### config.mk
export PLATFORM = sky130hd
export DESIGN_NAME = vga_timing_gen
export DESIGN_NICKNAME = d
export VERILOG_FILES = /design/src/rtl/vga_timing_gen.sv
export SDC_FILE = /design/constraint.sdc
export NUM_CORES = 1
export LEC_CHECK = 0
export CORE_MARGIN = 10
export CORE_UTILIZATION = 62
export CTS_CLUSTER_SIZE = 10
export DETAILED_ROUTE_END_ITERATION = 7
export GPL_TIMING_DRIVEN = 0
export PLACE_DENSITY = 0.86
export REMOVE_ABC_BUFFERS = 1
export SYNTH_ARGS = -nofsm -noshare
export SYNTH_HDL_FRONTEND = slang
export SYNTH_SLANG_ARGS = --single-unit
### constraint.sdc
create_clock -name clk -period 5.4 [get_ports clk]
set_input_delay 0.54 -clock clk [delete_from_list [all_inputs] [get_ports clk]]
set_output_delay 0.54 -clock clk [all_outputs]
set_load 0.1 [all_outputs]
### src/rtl/vga_timing_gen.sv
// VGA raster timing generator with a clock-enable pixel divider and a 3-bit test pattern.
// Every output is registered and decoded from next-state, so it describes the current (h,v).
module vga_timing_gen #(
    parameter int   H_ACTIVE = 640,
    parameter int   H_FP     = 16,
    parameter int   H_SYNC   = 96,
    parameter int   H_BP     = 48,
    parameter int   V_ACTIVE = 480,
    parameter int   V_FP     = 10,
    parameter int   V_SYNC   = 2,
    parameter int   V_BP     = 33,
    parameter int   CLK_DIV  = 2,
    parameter logic HS_POL   = 1'b0,
    parameter logic VS_POL   = 1'b0,
    parameter int   CHK_LOG2 = 4,
    parameter int   X_W      = 10,
    parameter int   Y_W      = 10
) (
    input  logic           clk,
    input  logic           rst,
    input  logic           en,
    input  logic [1:0]     pattern_sel,
    output logic           pix_ce,
    output logic [X_W-1:0] x,
    output logic [Y_W-1:0] y,
    output logic           de,
    output logic           hsync,
    output logic           vsync,
    output logic           line_start,
    output logic           frame_start,
    output logic [2:0]     pixel
);
    localparam int H_TOTAL = H_ACTIVE + H_FP + H_SYNC + H_BP;
    localparam int V_TOTAL = V_ACTIVE + V_FP + V_SYNC + V_BP;
    localparam int DIV_W   = (CLK_DIV > 1) ? $clog2(CLK_DIV) : 1;
    localparam int BAR_W   = (H_ACTIVE / 8 > 0) ? H_ACTIVE / 8 : 1;

    localparam logic [DIV_W-1:0] DIV_LAST = DIV_W'(CLK_DIV - 1);
    localparam logic [X_W-1:0]   H_LAST   = X_W'(H_TOTAL - 1);
    localparam logic [Y_W-1:0]   V_LAST   = Y_W'(V_TOTAL - 1);
    localparam logic [X_W-1:0]   H_ACT    = X_W'(H_ACTIVE);
    localparam logic [Y_W-1:0]   V_ACT    = Y_W'(V_ACTIVE);
    localparam logic [X_W-1:0]   HS_BEG   = X_W'(H_ACTIVE + H_FP);
    localparam logic [X_W-1:0]   HS_END   = X_W'(H_ACTIVE + H_FP + H_SYNC - 1);
    localparam logic [Y_W-1:0]   VS_BEG   = Y_W'(V_ACTIVE + V_FP);
    localparam logic [Y_W-1:0]   VS_END   = Y_W'(V_ACTIVE + V_FP + V_SYNC - 1);
    localparam logic [X_W-1:0]   BAR_LAST = X_W'(BAR_W - 1);

    logic [DIV_W-1:0] div_q, div_d;
    logic [X_W-1:0]   h_q, h_d, bar_cnt_q, bar_cnt_d, x_q, x_d;
    logic [Y_W-1:0]   v_q, v_d, y_q, y_d;
    logic [2:0]       bar_idx_q, bar_idx_d, pixel_q, pixel_d;
    logic [7:0]       frame_q, frame_d;
    logic             tick, de_q, de_d, hs_q, hs_d, vs_q, vs_d;
    logic             pix_ce_q, line_start_q, frame_start_q;

    always_comb begin
        tick      = en && (div_q == DIV_LAST);
        div_d     = div_q;
        h_d       = h_q;
        v_d       = v_q;
        bar_idx_d = bar_idx_q;
        bar_cnt_d = bar_cnt_q;
        frame_d   = frame_q;
        if (en) begin
            div_d = (div_q == DIV_LAST) ? '0 : div_q + 1'b1;
        end
        if (tick) begin
            if (h_q == H_LAST) begin
                h_d = '0;
                v_d = (v_q == V_LAST) ? '0 : v_q + 1'b1;
            end else begin
                h_d = h_q + 1'b1;
            end
            // Bar index restarts each line; leftover pixels past 8 bars stay in bar 7.
            if (h_d == '0) begin
                bar_idx_d = '0;
                bar_cnt_d = '0;
            end else if (bar_cnt_q == BAR_LAST) begin
                bar_cnt_d = '0;
                if (bar_idx_q != 3'd7) begin
                    bar_idx_d = bar_idx_q + 1'b1;
                end
            end else begin
                bar_cnt_d = bar_cnt_q + 1'b1;
            end
            if (h_d == '0 && v_d == '0) begin
                frame_d = frame_q + 1'b1;
            end
        end

        de_d = (h_d < H_ACT) && (v_d < V_ACT);
        hs_d = (h_d >= HS_BEG && h_d <= HS_END) ? HS_POL : ~HS_POL;
        vs_d = (v_d >= VS_BEG && v_d <= VS_END) ? VS_POL : ~VS_POL;
        x_d  = de_d ? h_d : '0;
        y_d  = de_d ? v_d : '0;
        pixel_d = 3'b000;
        if (de_d) begin
            case (pattern_sel)
                2'd1:    pixel_d = bar_idx_d;
                2'd2:    pixel_d = {3{h_d[CHK_LOG2] ^ v_d[CHK_LOG2]}};
                2'd3:    pixel_d = frame_d[2:0];
                default: pixel_d = 3'b000;
            endcase
        end
    end

    always_ff @(posedge clk or posedge rst) begin
        if (rst) begin
            div_q         <= '0;
            h_q           <= H_LAST;
            v_q           <= V_LAST;
            bar_idx_q     <= '0;
            bar_cnt_q     <= '0;
            frame_q       <= '0;
            pix_ce_q      <= 1'b0;
            line_start_q  <= 1'b0;
            frame_start_q <= 1'b0;
            de_q          <= 1'b0;
            hs_q          <= ~HS_POL;
            vs_q          <= ~VS_POL;
            x_q           <= '0;
            y_q           <= '0;
            pixel_q       <= '0;
        end else begin
            div_q         <= div_d;
            h_q           <= h_d;
            v_q           <= v_d;
            bar_idx_q     <= bar_idx_d;
            bar_cnt_q     <= bar_cnt_d;
            frame_q       <= frame_d;
            pix_ce_q      <= tick;
            line_start_q  <= tick && (h_d == '0);
            frame_start_q <= tick && (h_d == '0) && (v_d == '0);
            // Level outputs move only with the counters so pattern_sel waits for the next pixel.
            if (tick) begin
                de_q    <= de_d;
                hs_q    <= hs_d;
                vs_q    <= vs_d;
                x_q     <= x_d;
                y_q     <= y_d;
                pixel_q <= pixel_d;
            end
        end
    end

    assign pix_ce      = pix_ce_q;
    assign line_start  = line_start_q;
    assign frame_start = frame_start_q;
    assign de          = de_q;
    assign hsync       = hs_q;
    assign vsync       = vs_q;
    assign x           = x_q;
    assign y           = y_q;
    assign pixel       = pixel_q;
endmodule

==> results of run 1 <==
[Yosys cell counts, types with 7 or more instances]
master and number:
nand2_1 60, dfrtp_1 54, o21ai_0 31, nor2_1 21
nand3_1 16, inv_1 15, xnor2_1 14, clkbuf_1 13
a21oi_1 12, dfstp_2 12, nor3_1 12, buf_2 11
xor2_1 10, nor4_1 8, o31ai_1 8, and3_1 7
ha_1 7, nand4_1 7
[per-layer routing]
metal	up-vias	part of all wire, %	track usage (%)
met5	-	0	0
met4	0	2.3	8.27
met3	16	5.8	4.61
met2	110	49	31.5
met1	1580	43	24.7
li1	1533	-	-
[through the flow]
step | util [%] | instances | worst slack [ns] | total power [mW] | cell area, um^2
after global placement | 69.0 | 492 | 0.0267 | 1.50 | 4110
after detailed placement | 69.7 | 494 | 1.25 | 1.53 | 4150
after CTS | 73.1 | 510 | 1.28 | 1.96 | 4360
final | 73.1 | 510 | 1.22 | 1.95 | 4360
after floorplan | - | 384 | 1.72 | 1.31 | 3690
after global routing | 73.1 | 510 | 0.917 | 2.05 | 4360
[logic make-up after synthesis]
group                      share of synthesized area, %
AOI/OAI and AO/OA                                  18.6
xor gates and xnor gates                           5.92
DFF                                                43.5
and+or+nand+nor                                    23.4
muxes                                              1.11
adders and majority gates                          2.29
buffers and inverters                              5.17
[sequential cells by signal (all words and copies together), names as in the netlist, 3 cells and up]
name and cells:
v_q 10, frame_q 3, bar_idx_q 3, bar_cnt_q 10
pixel 3, h_q 10, y 10, x 10
[critical path, cell delays in order (launching register included)]
cell and delay (ns):
dfstp_2 0.60, ha_1 0.30, nand4_1 0.42, nor3_2 0.81, nand2_1 0.24, a22o_1 0.24, nor4_1 0.51, and2_1 0.27
mux2_2 0.37, a221o_1 0.30
[worst max path at each step]
stage / slack [ns] / end / start / cells past startpoint
after detailed placement: 1.25 / x[3]$_DFFE_PP0P_ / en / 10
after floorplan: 1.72 / x[3]$_DFFE_PP0P_ / en / 8
final: 1.22 / pixel[1]$_DFFE_PP0P_ / h_q[0]$_DFF_PP1_ / 9
after global placement: 0.03 / pixel[1]$_DFFE_PP0P_ / en / 8
after CTS: 1.28 / pixel[1]$_DFFE_PP0P_ / h_q[0]$_DFF_PP1_ / 9
after global routing: 0.92 / pixel[1]$_DFFE_PP0P_ / h_q[0]$_DFF_PP1_ / 9
[cell type report]
class	count	area (um^2)	area share, %
clock inverter	5	61.3	1.41
sequential	66	1670	38.3
multi-input combinational	303	1970	45.1
clock buffer	11	141	3.25
tap	75	93.8	2.15
timing repair buffer	35	370	8.50
inverter	15	56.3	1.29
[power by group]
group	switching (mW)	internal [mW]	total [mW]
Combinational	0.588	0.222	0.810
Clock	0.199	0.229	0.428
Sequential	0.110	0.602	0.713
Total	0.898	1.05	1.95
==> flow_metrics.env, run 1 <==
export IMPL_status="finished clean"
export IMPL_hold_viol_final=0
export IMPL_worst_pin_slew_ns=0.987
export IMPL_worstHoldPathCells=2
export IMPL_finalCriticalPeriod_ns=4.18
export IMPL_cts_sinks=66
export IMPL_root_buffer="clkbuf_8"
export IMPL_die_h_um=98.6
export IMPL_layout_cells_most_common="nand2_1"
export IMPL_p_per_area_nw_per_um2=448
export IMPL_drt_iter0_drc=180
export IMPL_min_from="x[2]$_DFFE_PP0P_"
export IMPL_nNetsFinal=442
export IMPL_drive_above_1_share_pct=11.7
export IMPL_dieArea_um2=9720
export IMPL_worstPathMaxFanout=13
export IMPL_numCtsBuffers=9
export IMPL_crit_required_ns=5.63
export IMPL_synth_top_cell_by_area="dfrtp_1"
export IMPL_viasPerCell=6.35
export IMPL_cts_clk_slew_worst_paths_ns=0.08
export IMPL_antenna_found_initial=0
export IMPL_netlist_top_cells_area="dfrtp_1 35%, dfstp_2 8.2%, nand2_1 5.9%"
export IMPL_cts_tree="yes"
export IMPL_ys_seq_area_share_pct=43.5
export IMPL_syn_to_final_growth_pct=13.8
export IMPL_hp_class="reg2reg"
export IMPL_synth_cell_type_count=69
export IMPL_yosysWarnings=0
export IMPL_synth_avg_cell_area_um2=9.27
export IMPL_r2r_slack_ns=1.22
export IMPL_peakVddDrop_uv=429
export IMPL_reg2reg_depth=9
export IMPL_dr_total_vias=3239
export IMPL_hold_buffers=0
export IMPL_slew_headroom_pct=34.0
export IMPL_syn_area_um2=3830
export IMPL_cts_resized=0
export IMPL_clock_fmax_mhz=239
export IMPL_core_area_um2=5960
export IMPL_initial_core_util_pct=64.3
export IMPL_grt_pass1_wl_um=15900
export IMPL_detail_route_wl_per_cell_um=18.1
export IMPL_drc=0
export IMPL_synth_async_reset_ratio_pct=100
export IMPL_dpl_hpwl_um=6530
export IMPL_postRouteAntennaNets=0
export IMPL_gr_total_overflow=0
export IMPL_nFillCells=465
export IMPL_slew_violations=0
export IMPL_setup_violations=0
export IMPL_ioPinCount=34
export IMPL_grt_max_degree=42
export IMPL_n_antenna_cell=0
export IMPL_critPathCaptureType="flip-flop"
export IMPL_io_buffers=33
export IMPL_drv_cap=0
export IMPL_rsz0062_at_grt="no"
export IMPL_row_count=28
export IMPL_critPathLaunchType="flip-flop"
export IMPL_wl_um=9240
export IMPL_grt_usage_pct=19.6
export IMPL_synth_edf_count=0
export IMPL_worstSetupPathType="reg2reg"
export IMPL_clk_latency_ns=0.34
export IMPL_min_to="x[2]$_DFFE_PP0P_"
export IMPL_timing_setup_tns_ns=0
export IMPL_reg2reg_to="pixel[1]$_DFFE_PP0P_"
export IMPL_ctsHtreeMaxLevel=3
export IMPL_whs_ns=0.480
export IMPL_synth_flop_cell="dfrtp_1"
export IMPL_synthCells=413
export IMPL_rr_startpoint="h_q[0]$_DFF_PP1_"
export IMPL_leakagePower_nw=1.78
export IMPL_fin_crit_sh_pct=77.4
export IMPL_synth_seq_cells=66
export IMPL_crit_arrival_ns=4.41
export IMPL_clockBufferDepth=2
export IMPL_finalWeightedCongestion=0.907
export IMPL_synth_top_area_share_pct=35.3
export IMPL_grt_pass1_vias=3200
export IMPL_skew_ns=0.0123
export IMPL_cts_setup_buffers=0
export IMPL_die_x_um=98.6
export IMPL_firstDrtPassIters=4
export IMPL_final_cell_mix="59 x nand2_1, 54 x dfrtp_1, 33 x clkdlybuf4s50_1, 31 x o21ai_0, 21 x nor2_1"
No activity file was read; power rests on OpenSTA's default activity.
==> inputs of run 2 (changes only) <==
Settings changed: CORE_UTILIZATION 62 to 58, PLACE_DENSITY 0.86 to 0.81.
Clock period 5.4 ns to 4.2 ns, I/O delays scaled along.
==> run 2 against run 1 <==
  * Sequential cell count did not move
  * Final area up 0.29%
  * Critical path depth is the same
==> flow_metrics.env, run 2 (synthesis gave the netlist of run 1 again) <==
export IMPL_ctsHtreeMaxLevel=3
export IMPL_hold_buffers=0
export IMPL_antenna_found_initial=0
export IMPL_initial_core_util_pct=59.9
export IMPL_skew_ns=0.00785
export IMPL_clk_latency_ns=0.34
export IMPL_io_buffers=33
export IMPL_drive_above_1_share_pct=12.8
export IMPL_stdcell_count=516
export IMPL_core_area_um2=6390
export IMPL_clock_fmax_mhz=250
export IMPL_drc=0
export IMPL_gr_total_overflow=0
export IMPL_dpl_hpwl_um=6320
export IMPL_wl_um=9180
export IMPL_die_h_um=101
export IMPL_hold_viol_final=0
export IMPL_cts_sinks=66
export IMPL_n_antenna_cell=0
export IMPL_finalCriticalPeriod_ns=4.00
export IMPL_nNetsFinal=446
export IMPL_slew_headroom_pct=34.1
export IMPL_dr_total_vias=3240
export IMPL_finalInstanceArea_um2=4370
export IMPL_numCtsBuffers=9
export IMPL_worstSetupPathType="reg2reg"
export IMPL_firstDrtPassIters=5
export IMPL_row_count=29
export IMPL_status="finished clean"
export IMPL_worstPathMaxFanout=16
export IMPL_crit_required_ns=4.42
export IMPL_dpl_cell_area_um2=4160
export IMPL_critPathCaptureType="flip-flop"
export IMPL_layout_cells_most_common="nand2_1"
export IMPL_clockBufferDepth=2
export IMPL_reg2reg_depth=9
export IMPL_finalWeightedCongestion=0.913
export IMPL_dp_cells=496
export IMPL_grt_usage_pct=17.9
export IMPL_p_per_area_nw_per_um2=561
export IMPL_detail_route_wl_per_cell_um=17.8
export IMPL_worst_pin_slew_ns=0.985
export IMPL_root_buffer="clkbuf_8"
export IMPL_critPathLaunchType="flip-flop"
export IMPL_slew_violations=0
export IMPL_grt_max_degree=45
export IMPL_syn_to_final_growth_pct=14.1
export IMPL_grt_pass1_wl_um=15100
export IMPL_cts_tree="yes"
export IMPL_r2r_slack_ns=0.20
export IMPL_timing_setup_tns_ns=0
export IMPL_dieArea_um2=10200
export IMPL_fin_crit_sh_pct=95.2
export IMPL_die_x_um=101
export IMPL_ioPinCount=34
export IMPL_final_util_pct=68.4
export IMPL_setup_violations=0
export IMPL_drt_iter0_drc=248
export IMPL_viasPerCell=6.28
export IMPL_grt_pass1_vias=3011
export IMPL_cts_clk_slew_worst_paths_ns=0.07
export IMPL_leakagePower_nw=1.80
export IMPL_final_cell_mix="59 x nand2_1, 54 x dfrtp_1, 33 x clkdlybuf4s50_1, 31 x o21ai_0, 21 x nor2_1"
export IMPL_hp_class="in2async"
export IMPL_postRouteAntennaNets=0
export IMPL_crit_arrival_ns=4.23
export IMPL_peakVddDrop_uv=603
export IMPL_drv_cap=0
## run 2: changes by cell type in the layout (fill, tap and decap cells not counted), sizes merged
cell | before | now
inv | 16 | 15
bufinv | 1 | 0
buf | 2 | 6
clkinvlp | 0 | 2
## run 2: repair_timing
action / CTS / global route
setup buffers: 0 / 4
setup endpoints to repair: 0 / 3
resized for setup: 0 / 2
endpoints found under the hold margin: 0 / 0
## run 2: stage by stage
step	worst slack (ns)	power [mW]	hold WS, ns
after floorplan	0.642	1.69	0.439
after global placement	-1.09	1.94	0.452
after detailed placement	0.118	1.98	0.465
after CTS	0.0875	2.46	0.482
after global routing	-0.0564	2.57	0.501
final	0.200	2.45	0.475
## run 2: worst max-delay path, stage by stage, from the launching register on
cell	delay [ns]
dfstp_2	0.60
ha_1	0.31
nand4_1	0.48
or3_4	0.62
a21oi_1	0.18
o2111ai_1	0.15
nor4_1	0.62
and2_1	0.26
mux2_2	0.36
a221o_1	0.29
## run 2: report_power, final
| group | total (mW) | internal, mW | switching, mW | leakage, nW |
|---|---|---|---|---|
| clock | 0.477 | 0.227 | 0.250 | 0.0851 |
| sequential | 0.925 | 0.775 | 0.150 | 0.841 |
| combinational | 1.05 | 0.286 | 0.764 | 0.878 |
## run 2: area by class of cell
| type | count | area (um^2) |
|---|---|---|
| Clock inverter | 5 | 30.0 |
| Inverter | 15 | 56.3 |
| Tap cell | 77 | 96.3 |
| Clock buffer | 11 | 141 |
| Fill cell | 477 | 2020 |
| Sequential cell | 66 | 1670 |
| Multi-Input combinational cell | 303 | 1980 |
| Timing Repair Buffer | 39 | 400 |
## run 2: path summary, 6_finish.rpt
kind / to / from
max in group asynchronous: h_q[4]$_DFF_PP1_ / rst
min in group clk: de$_DFFE_PP0P_ / de$_DFFE_PP0P_
max: pixel[1]$_DFFE_PP0P_ / h_q[0]$_DFF_PP1_
min: y[4]$_DFFE_PP0P_ / rst
min reg2reg: de$_DFFE_PP0P_ / de$_DFFE_PP0P_
max reg2reg: pixel[1]$_DFFE_PP0P_ / h_q[0]$_DFF_PP1_
## run 2: routing by layer
metal	vias up	GRT usage, %	share of wire (%)
li1	1542	-	-
met1	1569	23.2	44
met2	115	28.4	47
met3	14	4.70	6.6
met4	0	5.89	1.8
met5	-	0	0
==> inputs of run 3 (changes only) <==
Settings changed: CORE_MARGIN 10 to 1, CTS_CLUSTER_DIAMETER set to 40.
==> run 3 against run 2 <==
  * Register-to-register slack better by 0.08 ns
  * Sequential share of layout area is 0.14 points lower
  * Via count is 0.93% lower
  * Combinational power hardly changed
  * Die area is 32% lower
  * Critical path type unchanged
  * Sequential power hardly changed
  * Count of clock-buffer cells in the layout is 1 lower
  * First-iteration DRC count is 23% higher
==> flow_metrics.env, run 3 (synthesis gave the netlist of run 1 again) <==
export IMPL_status="finished clean"
export IMPL_grt_max_degree=49
export IMPL_worstSetupPathType="reg2reg"
export IMPL_finalInstanceArea_um2=4380
export IMPL_hold_buffers=0
export IMPL_crit_family="simple AND/OR/NAND/NOR gates"
export IMPL_drc=0
export IMPL_viasPerCell=6.27
export IMPL_layout_cells_most_common="nand2_1"
export IMPL_r2r_slack_ns=0.27
export IMPL_initial_core_util_pct=60.3
export IMPL_slowest_delay_ns=0.64
export IMPL_skew_ns=0.0117
export IMPL_fin_crit_sh_pct=93.5
export IMPL_drive_above_1_share_pct=12.0
export IMPL_numCtsBuffers=9
export IMPL_die_x_um=83.2
export IMPL_fin_ws_ns=0.275
export IMPL_drt_iter0_drc=304
export IMPL_dr_total_vias=3210
export IMPL_finalWeightedCongestion=0.914
export IMPL_finalCriticalPeriod_ns=3.93
export IMPL_postRouteAntennaNets=0
export IMPL_rr_startpoint="h_q[0]$_DFF_PP1_"
export IMPL_dpl_cell_area_um2=4160
export IMPL_core_area_um2=6350
export IMPL_final_cell_mix="59 x nand2_1, 54 x dfrtp_1, 33 x clkdlybuf4s50_1, 31 x o21ai_0, 21 x nor2_1"
export IMPL_n_antenna_cell=0
export IMPL_root_buffer="clkbuf_8"
export IMPL_ioPinCount=34
export IMPL_critPathCaptureType="flip-flop"
export IMPL_die_h_um=83.2
export IMPL_clk_latency_ns=0.35
export IMPL_reg2reg_to="x[3]$_DFFE_PP0P_"
export IMPL_rsz0062_at_grt="no"
export IMPL_cts_clk_slew_worst_paths_ns=0.07
export IMPL_cts_sinks=66
export IMPL_slowest_stage="nor4_2"
export IMPL_nNetsFinal=442
export IMPL_grt_pass1_vias=3041
export IMPL_row_count=29
export IMPL_drv_cap=0
export IMPL_path_buf_inv=1
export IMPL_firstDrtPassIters=6
export IMPL_slew_violations=0
export IMPL_io_buffers=33
export IMPL_dieArea_um2=6930
export IMPL_crit_required_ns=4.43
export IMPL_grt_usage_pct=27.2
export IMPL_worst_pin_slew_ns=0.990
export IMPL_stdcell_count=512
export IMPL_reg2reg_depth=9
export IMPL_gr_total_overflow=0
export IMPL_peakVddDrop_uv=559
export IMPL_clockBufferDepth=2
export IMPL_syn_to_final_growth_pct=14.5
export IMPL_setup_violations=0
export IMPL_worstPathMaxFanout=18
export IMPL_whs_ns=0.476
export IMPL_clock_fmax_mhz=255
export IMPL_min_to="y[8]$_DFFE_PP0P_"
export IMPL_antenna_found_initial=0
export IMPL_cts_tree="yes"
export IMPL_worstHoldPathCells=2
export IMPL_crit_arrival_ns=4.15
export IMPL_wl_um=8950
export IMPL_detail_route_wl_per_cell_um=17.5
export IMPL_dp_cells=496
export IMPL_p_per_area_nw_per_um2=584
export IMPL_ctsHtreeMaxLevel=3
export IMPL_grt_pass1_wl_um=15100
export IMPL_min_from="y[8]$_DFFE_PP0P_"
export IMPL_dp_slack_ns=0.162
export IMPL_hold_viol_final=0
export IMPL_nFillCells=491
export IMPL_critPathLaunchType="flip-flop"
export IMPL_leakagePower_nw=1.80
export IMPL_dpl_hpwl_um=6160
export IMPL_cp_cell_sequence="ha_1 > nand4_1 > nor4_2 > nand2_1 > xnor2_1 > o2111a_2 > a2111o_1 > inv_1 > a22o_1"
export IMPL_hp_class="reg2reg"
export IMPL_slew_headroom_pct=33.8
-- run 3: changes by cell type in the layout (fill, tap and decap cells not counted) --
cell,delta
clkbuf_8,-1
bufinv_16,+2
clkinvlp_4,-1
buf_4,-4
clkinv_4,+1
inv_6,+1
clkinv_2,-2
-- run 3: metrics by stage --
step	utilization (%)	setup TNS (ns)	power [mW]
3_3_place_gp	64.8	-21.75	1.93
3_5_place_dp	65.4	0	1.96
2_1_floorplan	-	0	1.69
6_report	69.0	0	2.56
5_1_grt	69.0	0	2.68
4_1_cts	68.9	0	2.57
-- run 3: worst max-delay path by stage --
stage	start	to	slack (ns)	cells after the start
6_report	h_q[0]$_DFF_PP1_	x[3]$_DFFE_PP0P_	0.27	9
5_1_grt	h_q[0]$_DFF_PP1_	x[3]$_DFFE_PP0P_	0.02	9
4_1_cts	h_q[0]$_DFF_PP1_	pixel[1]$_DFFE_PP0P_	0.15	9
3_5_place_dp	en	x[3]$_DFFE_PP0P_	0.16	10
3_3_place_gp	en	pixel[1]$_DFFE_PP0P_	-1.02	8
2_1_floorplan	en	x[3]$_DFFE_PP0P_	0.64	8
-- run 3: area by class of cell --
| type | count | area, um^2 | share of cell area (%) |
|---|---|---|---|
| clock buffers | 10 | 128 | 2.91 |
| multi-input cells | 303 | 1980 | 45.1 |
| well taps | 77 | 96.3 | 2.20 |
| flip-flops and latches | 66 | 1670 | 38.0 |
| inverters | 15 | 56.3 | 1.28 |
| clock inverters | 6 | 90.1 | 2.05 |
| repair buffers | 35 | 370 | 8.45 |
-- run 3: what timing repair did --
item | 4_1_cts | 5_1_grt
resized for setup | 0 | 2
endpoints found under the setup margin | 0 | 1
setup buffers | 0 | 0
-- run 3: layer usage --
| layer | routed length [um] | share of wire [%] | up-vias | global-route usage (%) |
|---|---|---|---|---|
| met4 | 180 | 2.0 | 0 | 9.40 |
| li1 | - | - | 1529 | - |
| met5 | 0 | 0 | - | 0 |
| met3 | 388 | 4.3 | 16 | 5.17 |
| met1 | 3990 | 45 | 1557 | 36.9 |
| met2 | 4400 | 49 | 108 | 43.7 |
-- run 3: worst reg2reg max path: cells and delay by family, from the launching register on --
family,cells,cell delay [ns]
AOI/OAI and AO/OA,3,1.19
xor gates and xnor gates,1,0.29
adders and majority gates,1,0.30
buffers and inverters,1,0.17
DFF,1,0.60
and+or+nand+nor,3,1.27
-- run 3: where the power goes --
| part | internal [mW] | switching (mW) |
|---|---|---|
| Clock | 0.336 | 0.256 |
| Sequential | 0.775 | 0.148 |
| Combinational | 0.286 | 0.759 |
